[src/rtl/bcd_scan_driver.sv]
// Binary-to-BCD converter (sequential double-dabble) feeding a 3-digit
// time-multiplexed display bus with optional leading-zero blanking.
module bcd_scan_driver #(
  parameter int SCAN_DIV = 1024,
  parameter bit BLANK_LZ = 1'b1
) (
  input  logic       clk,
  input  logic       rst_n,
  input  logic [7:0] value,
  output logic [3:0] digit,
  output logic [2:0] digit_en,
  output logic       blank,
  output logic       busy
);

  localparam int PW = (SCAN_DIV > 1) ? $clog2(SCAN_DIV) : 1;
  localparam logic [PW-1:0] PRESC_LAST = PW'(SCAN_DIV - 1);

  typedef enum logic [1:0] {
    IDLE  = 2'd0,
    SHIFT = 2'd1,
    LOAD  = 2'd2
  } state_e;

  state_e          state_q, state_d;
  logic [7:0]      last_q, last_d;
  logic [7:0]      shreg_q, shreg_d;
  logic [11:0]     bcd_q, bcd_d;
  logic [2:0]      iter_q, iter_d;
  logic [3:0]      h_q, h_d, t_q, t_d, o_q, o_d;
  logic [1:0]      idx_q, idx_d;
  logic [PW-1:0]   presc_q, presc_d;
  logic [11:0]     adj;
  logic            wrap;
  logic            blank_h, blank_t;

  // State register: conversion FSM, datapath and scan counters.
  always_ff @(posedge clk or negedge rst_n) begin
    if (!rst_n) begin
      state_q <= IDLE;
      last_q  <= '0;
      shreg_q <= '0;
      bcd_q   <= '0;
      iter_q  <= '0;
      h_q     <= '0;
      t_q     <= '0;
      o_q     <= '0;
      idx_q   <= '0;
      presc_q <= '0;
    end else begin
      state_q <= state_d;
      last_q  <= last_d;
      shreg_q <= shreg_d;
      bcd_q   <= bcd_d;
      iter_q  <= iter_d;
      h_q     <= h_d;
      t_q     <= t_d;
      o_q     <= o_d;
      idx_q   <= idx_d;
      presc_q <= presc_d;
    end
  end

  // Add-3 correction on every nibble that would overflow past 9 after doubling.
  always_comb begin
    adj[3:0]  = (bcd_q[3:0]  >= 4'd5) ? bcd_q[3:0]  + 4'd3 : bcd_q[3:0];
    adj[7:4]  = (bcd_q[7:4]  >= 4'd5) ? bcd_q[7:4]  + 4'd3 : bcd_q[7:4];
    adj[11:8] = (bcd_q[11:8] >= 4'd5) ? bcd_q[11:8] + 4'd3 : bcd_q[11:8];
  end

  // Next-state and datapath; value is only sampled in IDLE.
  always_comb begin
    state_d = state_q;
    last_d  = last_q;
    shreg_d = shreg_q;
    bcd_d   = bcd_q;
    iter_d  = iter_q;
    h_d     = h_q;
    t_d     = t_q;
    o_d     = o_q;
    case (state_q)
      IDLE: begin
        if (value != last_q) begin
          shreg_d = value;
          last_d  = value;
          bcd_d   = '0;
          iter_d  = '0;
          state_d = SHIFT;
        end
      end
      SHIFT: begin
        bcd_d   = {adj[10:0], shreg_q[7]};
        shreg_d = {shreg_q[6:0], 1'b0};
        iter_d  = iter_q + 3'd1;
        if (iter_q == 3'd7) state_d = LOAD;
      end
      LOAD: begin
        h_d     = bcd_q[11:8];
        t_d     = bcd_q[7:4];
        o_d     = bcd_q[3:0];
        state_d = IDLE;
      end
      default: state_d = IDLE;
    endcase
  end

  // Free-running digit scan, independent of conversion.
  always_comb begin
    wrap    = (presc_q == PRESC_LAST);
    presc_d = wrap ? '0 : presc_q + 1'b1;
    idx_d   = idx_q;
    if (idx_q == 2'd3) idx_d = 2'd0;
    else if (wrap)     idx_d = (idx_q == 2'd2) ? 2'd0 : idx_q + 2'd1;
  end

  // Outputs derive only from registered state.
  always_comb begin
    busy     = (state_q != IDLE);
    blank_h  = BLANK_LZ && (h_q == 4'd0);
    blank_t  = BLANK_LZ && (h_q == 4'd0) && (t_q == 4'd0);
    digit    = o_q;
    digit_en = 3'b001;
    blank    = 1'b0;
    case (idx_q)
      2'd1: begin
        if (blank_t) begin
          digit    = 4'd0;
          digit_en = 3'b000;
          blank    = 1'b1;
        end else begin
          digit    = t_q;
          digit_en = 3'b010;
        end
      end
      2'd2: begin
        if (blank_h) begin
          digit    = 4'd0;
          digit_en = 3'b000;
          blank    = 1'b1;
        end else begin
          digit    = h_q;
          digit_en = 3'b100;
        end
      end
      default: begin
        digit    = o_q;
        digit_en = 3'b001;
      end
    endcase
  end

endmodule

[config.mk]
export PLATFORM = sky130hd
export DESIGN_NAME = bcd_scan_driver
export DESIGN_NICKNAME = d
export VERILOG_FILES = /design/src/rtl/bcd_scan_driver.sv
export SDC_FILE = /design/constraint.sdc
export NUM_CORES = 1
export LEC_CHECK = 0
export ABC_CLOCK_PERIOD_IN_PS = 2210
export CORE_MARGIN = 2
export CORE_UTILIZATION = 40
export DETAILED_ROUTE_END_ITERATION = 10
export GPL_ROUTABILITY_DRIVEN = 0
export HOLD_SLACK_MARGIN = 0.12
export PLACE_DENSITY = 0.62
export SYNTH_ARGS = -nofsm -noshare
export SYNTH_HDL_FRONTEND = slang
export SYNTH_SLANG_ARGS = --single-unit
[constraint.sdc]
create_clock -name clk -period 2.21 [get_ports clk]
set_input_delay 0.221 -clock clk [delete_from_list [all_inputs] [get_ports clk]]
set_output_delay 0.221 -clock clk [all_outputs]
set_load 0.1 [all_outputs]
== Word-level counts from Yosys, hierarchy flattened ==
Index checks and enable logic that the tools add are counted.

* Mux-type cells: 25
* $add $sub $neg: 6
* $lt $le $gt $ge: 3
* Equal/unequal tests: 10
* Reductions and logical operators: 10

{| class="wikitable"
|+ Operators with widths
! cell !! count
|-
| 12-bit one-hot mux with 2 select lines || 1
|-
| 4-bit 2-to-1 mux || 4
|-
| 8-bit one-hot mux with 2 select lines || 1
|-
| 4-bit by 3-bit >= comparator with 1-bit output, second input constant || 3
|-
| 12-bit 2-to-1 mux || 1
|-
| 2-bit 2-to-1 mux || 6
|-
| 3-bit one-hot mux with 2 select lines || 2
|-
| 10-bit by 1-bit adder with 10-bit output, second input constant || 1
|-
| 10-bit == test, second input constant || 1
|-
| 10-bit 2-to-1 mux || 1
|-
| 3-bit 2-to-1 mux || 3
|-
| 4-bit by 2-bit adder with 4-bit output, second input constant || 2
|-
| 4-bit zero test || 2
|-
| 8-bit 2-to-1 mux || 1
|-
| 8-bit != test || 1
|-
| 4-bit one-hot mux with 2 select lines || 1
|-
| 2-bit == test, second input constant || 3
|-
| 2-bit AND reduction || 3
|-
| 2-bit nonzero test || 3
|-
| 2-bit by 1-bit == test with 1-bit output, second input constant || 2
|-
| 2-bit != test, second input constant || 2
|-
| 2-bit one-hot mux with 2 select lines || 1
|-
| 3-bit by 1-bit adder with 3-bit output, second input constant || 1
|-
| 3-bit by 2-bit adder with 3-bit output, second input constant || 1
|-
| 6 further kinds || 7
|}

* Flip-flop bits (word level): 57
* Output and inout bits: 9
* Input port bits: 10

== Longest topological paths before layout ==
* Depth in word-level cells: 4
* Mapped depth: 6

== Worst setup path after synthesis ==
No wires, ideal clock.

* Path kind: register to output
* Start point: reg idx_q[0]
* End point: out digit_en[1]
* Arrival: 2.540 ns
* Required time: 1.989 ns
* Stages on the path, launching flop included: 6
* Slack: -0.551 ns
* Buffers on the path: 1
* Path through: dfrtp_1 > inv_1 > ha_1 > clkbuf_1 > nand2_1 > a21oi_1

* Cells in the longest elaborated chain, start to end: 2
* Elaborated cells between the ends (all ways): 3
* Classes of those cells: eq/ne: 2; mux: 1

{| class="wikitable"
|+ RTL lines
! element !! RTL line !! RTL
|-
| start: declaration || 31 || <nowiki>logic [1:0] idx_q, idx_d;</nowiki>
|-
| start signal: assignment || 59 || <nowiki>idx_q <= idx_d;</nowiki>
|-
| 2-bit == test or 2-bit by 1-bit == test with 1-bit output (tied branches) || 124 || <nowiki>case (idx_q)</nowiki>
|-
| 3-bit one-hot mux with 2 select lines * || 124 ||
|-
| end: declaration || 11 || <nowiki>output logic [2:0] digit_en,</nowiki>
|}

Mark *: on every way between the ends. The rest lies on a longest branch, timed or not.

== Worst setup path in the final report ==
* Start point: reg idx_q[1]
* End point: out digit[2]

* Cells in the longest elaborated chain, start to end: 2
* Elaborated cells between the ends (all ways): 3
* Classes of those cells: eq/ne: 2; mux: 1

{| class="wikitable"
|+ RTL lines
! element !! RTL line !! RTL
|-
| 2-bit == test or 2-bit by 1-bit == test with 1-bit output (tied branches) || 124 ||
|-
| 4-bit one-hot mux with 2 select lines * || 124 ||
|-
| end: declaration || 10 || <nowiki>output logic [3:0] digit,</nowiki>
|}

Marked as above.

==> results.json <==
{
  "status": "finished, final reports clean",
  "portBuffers": 18,
  "clk_pin_slew_ns": 0.06,
  "peakVddDrop_uv": 855.1,
  "startpoint_type": "register",
  "ff2ff_path_depth": 6,
  "seq_area_frac_synth": 0.5073,
  "n_fill_cell": 625,
  "syn_avg_cell_area_sq_um": 10.37,
  "routedWlPerCell_um": 12.61,
  "die_area_sq_mm": 0.007715,
  "die_x_um": 87.84,
  "fmax_ghz": 0.4941,
  "die_h_um": 87.84,
  "core_sq_mm": 0.006794,
  "synth-seq-cells": 57,
  "hold_ws_ns": 0.4157,
  "clockRootBuffer": "clkbuf_8",
  "start_util": 0.4138,
  "wirelength_um": 5056,
  "yosysTopAreaCellShare": 0.5073,
  "swShare": 0.3813,
  "finalHoldViolations": 0,
  "layout-drive-gt1-share": 0.1770,
  "track_usage": 0.1507,
  "max_slew_margin": 0.5854,
  "rows": 30,
  "cts_num_sinks": 57,
  "min_period_ns": 2.024,
  "endpoint_kind": "primary output",
  "maxSlewViolCount": 0,
  "place_hpwl_um": 3598,
  "required_ns": 1.99,
  "htree_levels": 3,
  "syn_to_final_growth_pct": 21.45,
  "synth_edf_count": 0,
  "yosysWarnings": 0,
  "stdcell_count": 401,
  "cp-startpoint": "idx_q[1]$_DFFE_PN0P_",
  "rsz0062_at_grt": "no",
  "num_vias": 1972,
  "combPwrFrac": 0.422,
  "arrival_ns": 1.80,
  "r2r-start": "bcd_q[0]$_DFFE_PN0P_",
  "nets": 325,
  "period_share": 0.9158,
  "maxCapViolCount": 0,
  "via_per_inst": 4.918,
  "yosys.area.top_type": "dfrtp_1",
  "switching_power_w": 0.001668,
  "cts_inserted_buffers": 9,
  "worstSetupPathType": "register to primary output",
  "netlist_area_sq_mm": 0.002811,
  "p_clk_frac": 0.188,
  "grt_pass1_vias": 1962,
  "overflow": 0,
  "fin_tns_setup_ns": 0,
  "clk_latency_ns": 0.33,
  "power_leakage_nw": 1.504,
  "synth.top_cells.by_area": "dfrtp_1, nand2_1, ha_1, mux2_2, xnor2_1",
  "worstHoldPathType": "primary input to async pin",
  "yosysUniqueCellTypes": 36,
  "fin_skew_ns": 0.004393,
  "p_per_area_mw_per_mm2": 1281,
  "synth_cells": 271,
  "grt_pass1_wl_um": 8914,
  "post-place-ws_ns": 0.1724,
  "drcViolationCount": 0,
  "antenna_cells": 0,
  "rr_endpoint": "bcd_q[2]$_DFFE_PN0P_",
  "first_iter_violations": 132,
  "r2r_slack_ns": 0.50,
  "antenna_found_initial": 0,
  "seqCellArea_sq_mm": 0.001426,
  "cts.path.max_buffers": 2,
  "crit_fanout": 12,
  "cts_setup_buffers": 0,
  "cts_tree": "yes",
  "grt_max_degree": 58,
  "postRouteAntennaNets": 0,
  "async_flop_share": 1.000,
  "io_pins": 19,
  "timing.final.ws_setup_ns": 0.1860,
  "syn_nets": 294,
  "p_int_w": 0.002706,
  "drtPass1Iterations": 4,
  "post-place-cells": 386,
  "worst_pin_slew_ns": 0.6163,
  "multi_input_comb_area_sq_mm": 0.001310,
  "endpoint": "digit[2]",
  "synth-main-ff-cell": "dfrtp_1",
  "p_seq_frac": 0.390,
  "setup_viol": 0
}
synth_stat cells (2+ instances only):
cell type and n:
nor4_1 2, a21oi_1 11, a22oi_1 4, o21ai_0 15
o22ai_1 7, xnor2_1 13, ha_1 13, nand3_1 4
nand2b_1 5, and2_1 8, nor2b_1 2, dfrtp_1 57
xor2_1 5, a221o_1 7, nand2_1 46, a31oi_1 3
nand4_2 2, clkbuf_1 8, nor4b_1 3, mux2_2 14
inv_1 12, nor2_1 14, or3_1 2, nor3_1 2
worst max-delay path, cell delays in order (launching register included):
cell     delay, ns
dfrtp_1       0.39
inv_1         0.08
ha_2          0.45
nor2_1        0.08
a21oi_1       0.25
buf_12        0.22
through the flow:
step                      utilization  cell area (sq um)  power (W)
final                          0.5026               3415   0.004374
after CTS                      0.5022               3412   0.004428
after global routing           0.5026               3415   0.004715
after detailed placement       0.4768               3239   0.003593
after floorplan                     -               2820   0.003055
after global placement         0.4768               3239   0.003555
logic make-up after synthesis:
| group | after synthesis | share of synthesized area |
|---|---|---|
| muxes | 14 | 0.05607 |
| and+or+nand+nor | 94 | 0.1629 |
| adders and majority gates | 13 | 0.05786 |
| AOI/OAI and AO/OA | 54 | 0.1291 |
| DFF | 57 | 0.5073 |
| xor gates and xnor gates | 18 | 0.05607 |
| buffers and inverters | 21 | 0.03071 |
flip-flops by register name (all words and copies together), names as in the netlist:
register and count:
bcd_q 12, presc_q 10, last_q 8, shreg_q 8, h_q 4, o_q 4, t_q 4, iter_q 3
idx_q 2, state_q 2
routing by layer:
| layer | routed length, um | vias to the layer above | GRT usage | part of all wire |
|---|---|---|---|---|
| li1 | - | 1002 | - | - |
| met1 | 2494 | 927 | 0.1959 | 0.49 |
| met2 | 2316 | 32 | 0.2355 | 0.46 |
| met3 | 144 | 11 | 0.04241 | 0.028 |
| met4 | 101 | 0 | 0.06713 | 0.020 |
| met5 | 0 | - | 0 | 0 |
cell usage in the layout (no fill, tap or decap), types with 8 or more instances in the layout:
master and n:
buf_12 9, nor2_1 12, xnor2_1 13, o21ai_0 15, and2_1 8, clkdlybuf4s50_1 8
clkbuf_8 11, mux2_2 14, nand2_1 46, inv_1 12, buf_4 10, dfrtp_1 57
ha_1 12, a21oi_1 10
area by class of cell:
| type | instances | share of cell area |
|---|---|---|
| multi-input combinational | 193 | 0.3837 |
| timing repair buffer | 29 | 0.1026 |
| sequential | 57 | 0.4177 |
| tap | 96 | 0.03518 |
| inverter | 12 | 0.01319 |
| clock buffer | 14 | 0.04764 |
power groups by stage:
stage | Combinational, W | Clock (W) | Sequential (W)
3_5_place_dp | 0.00187 | 0 | 0.00172
4_1_cts | 0.00188 | 0.000846 | 0.00171
5_1_grt | 0.00206 | 0.000894 | 0.00176
2_1_floorplan | 0.00142 | 0 | 0.00164
3_3_place_gp | 0.00184 | 0 | 0.00171
6_report | 0.00185 | 0.000822 | 0.00170
worst min-delay path by stage:
stage / from / end / slack (ns) / depth (start not counted)
final: rst_n / presc_q[0]$_DFF_PN0_ / 0.42 / 3
after global routing: rst_n / presc_q[1]$_DFF_PN0_ / 0.45 / 3
after CTS: rst_n / shreg_q[6]$_DFFE_PN0P_ / 0.42 / 3
after detailed placement: rst_n / shreg_q[0]$_DFFE_PN0P_ / 0.25 / 2
after global placement: rst_n / presc_q[0]$_DFF_PN0_ / 0.25 / 2
after floorplan: rst_n / bcd_q[0]$_DFFE_PN0P_ / -0.07 / 0
what timing repair did:
action | CTS | global route
hold buffers | 1 | 0
setup endpoints to repair | 0 | 1
resized for setup | 0 | 1
hold endpoints to repair | 57 | 0
(Power assumes the default switching activity.)
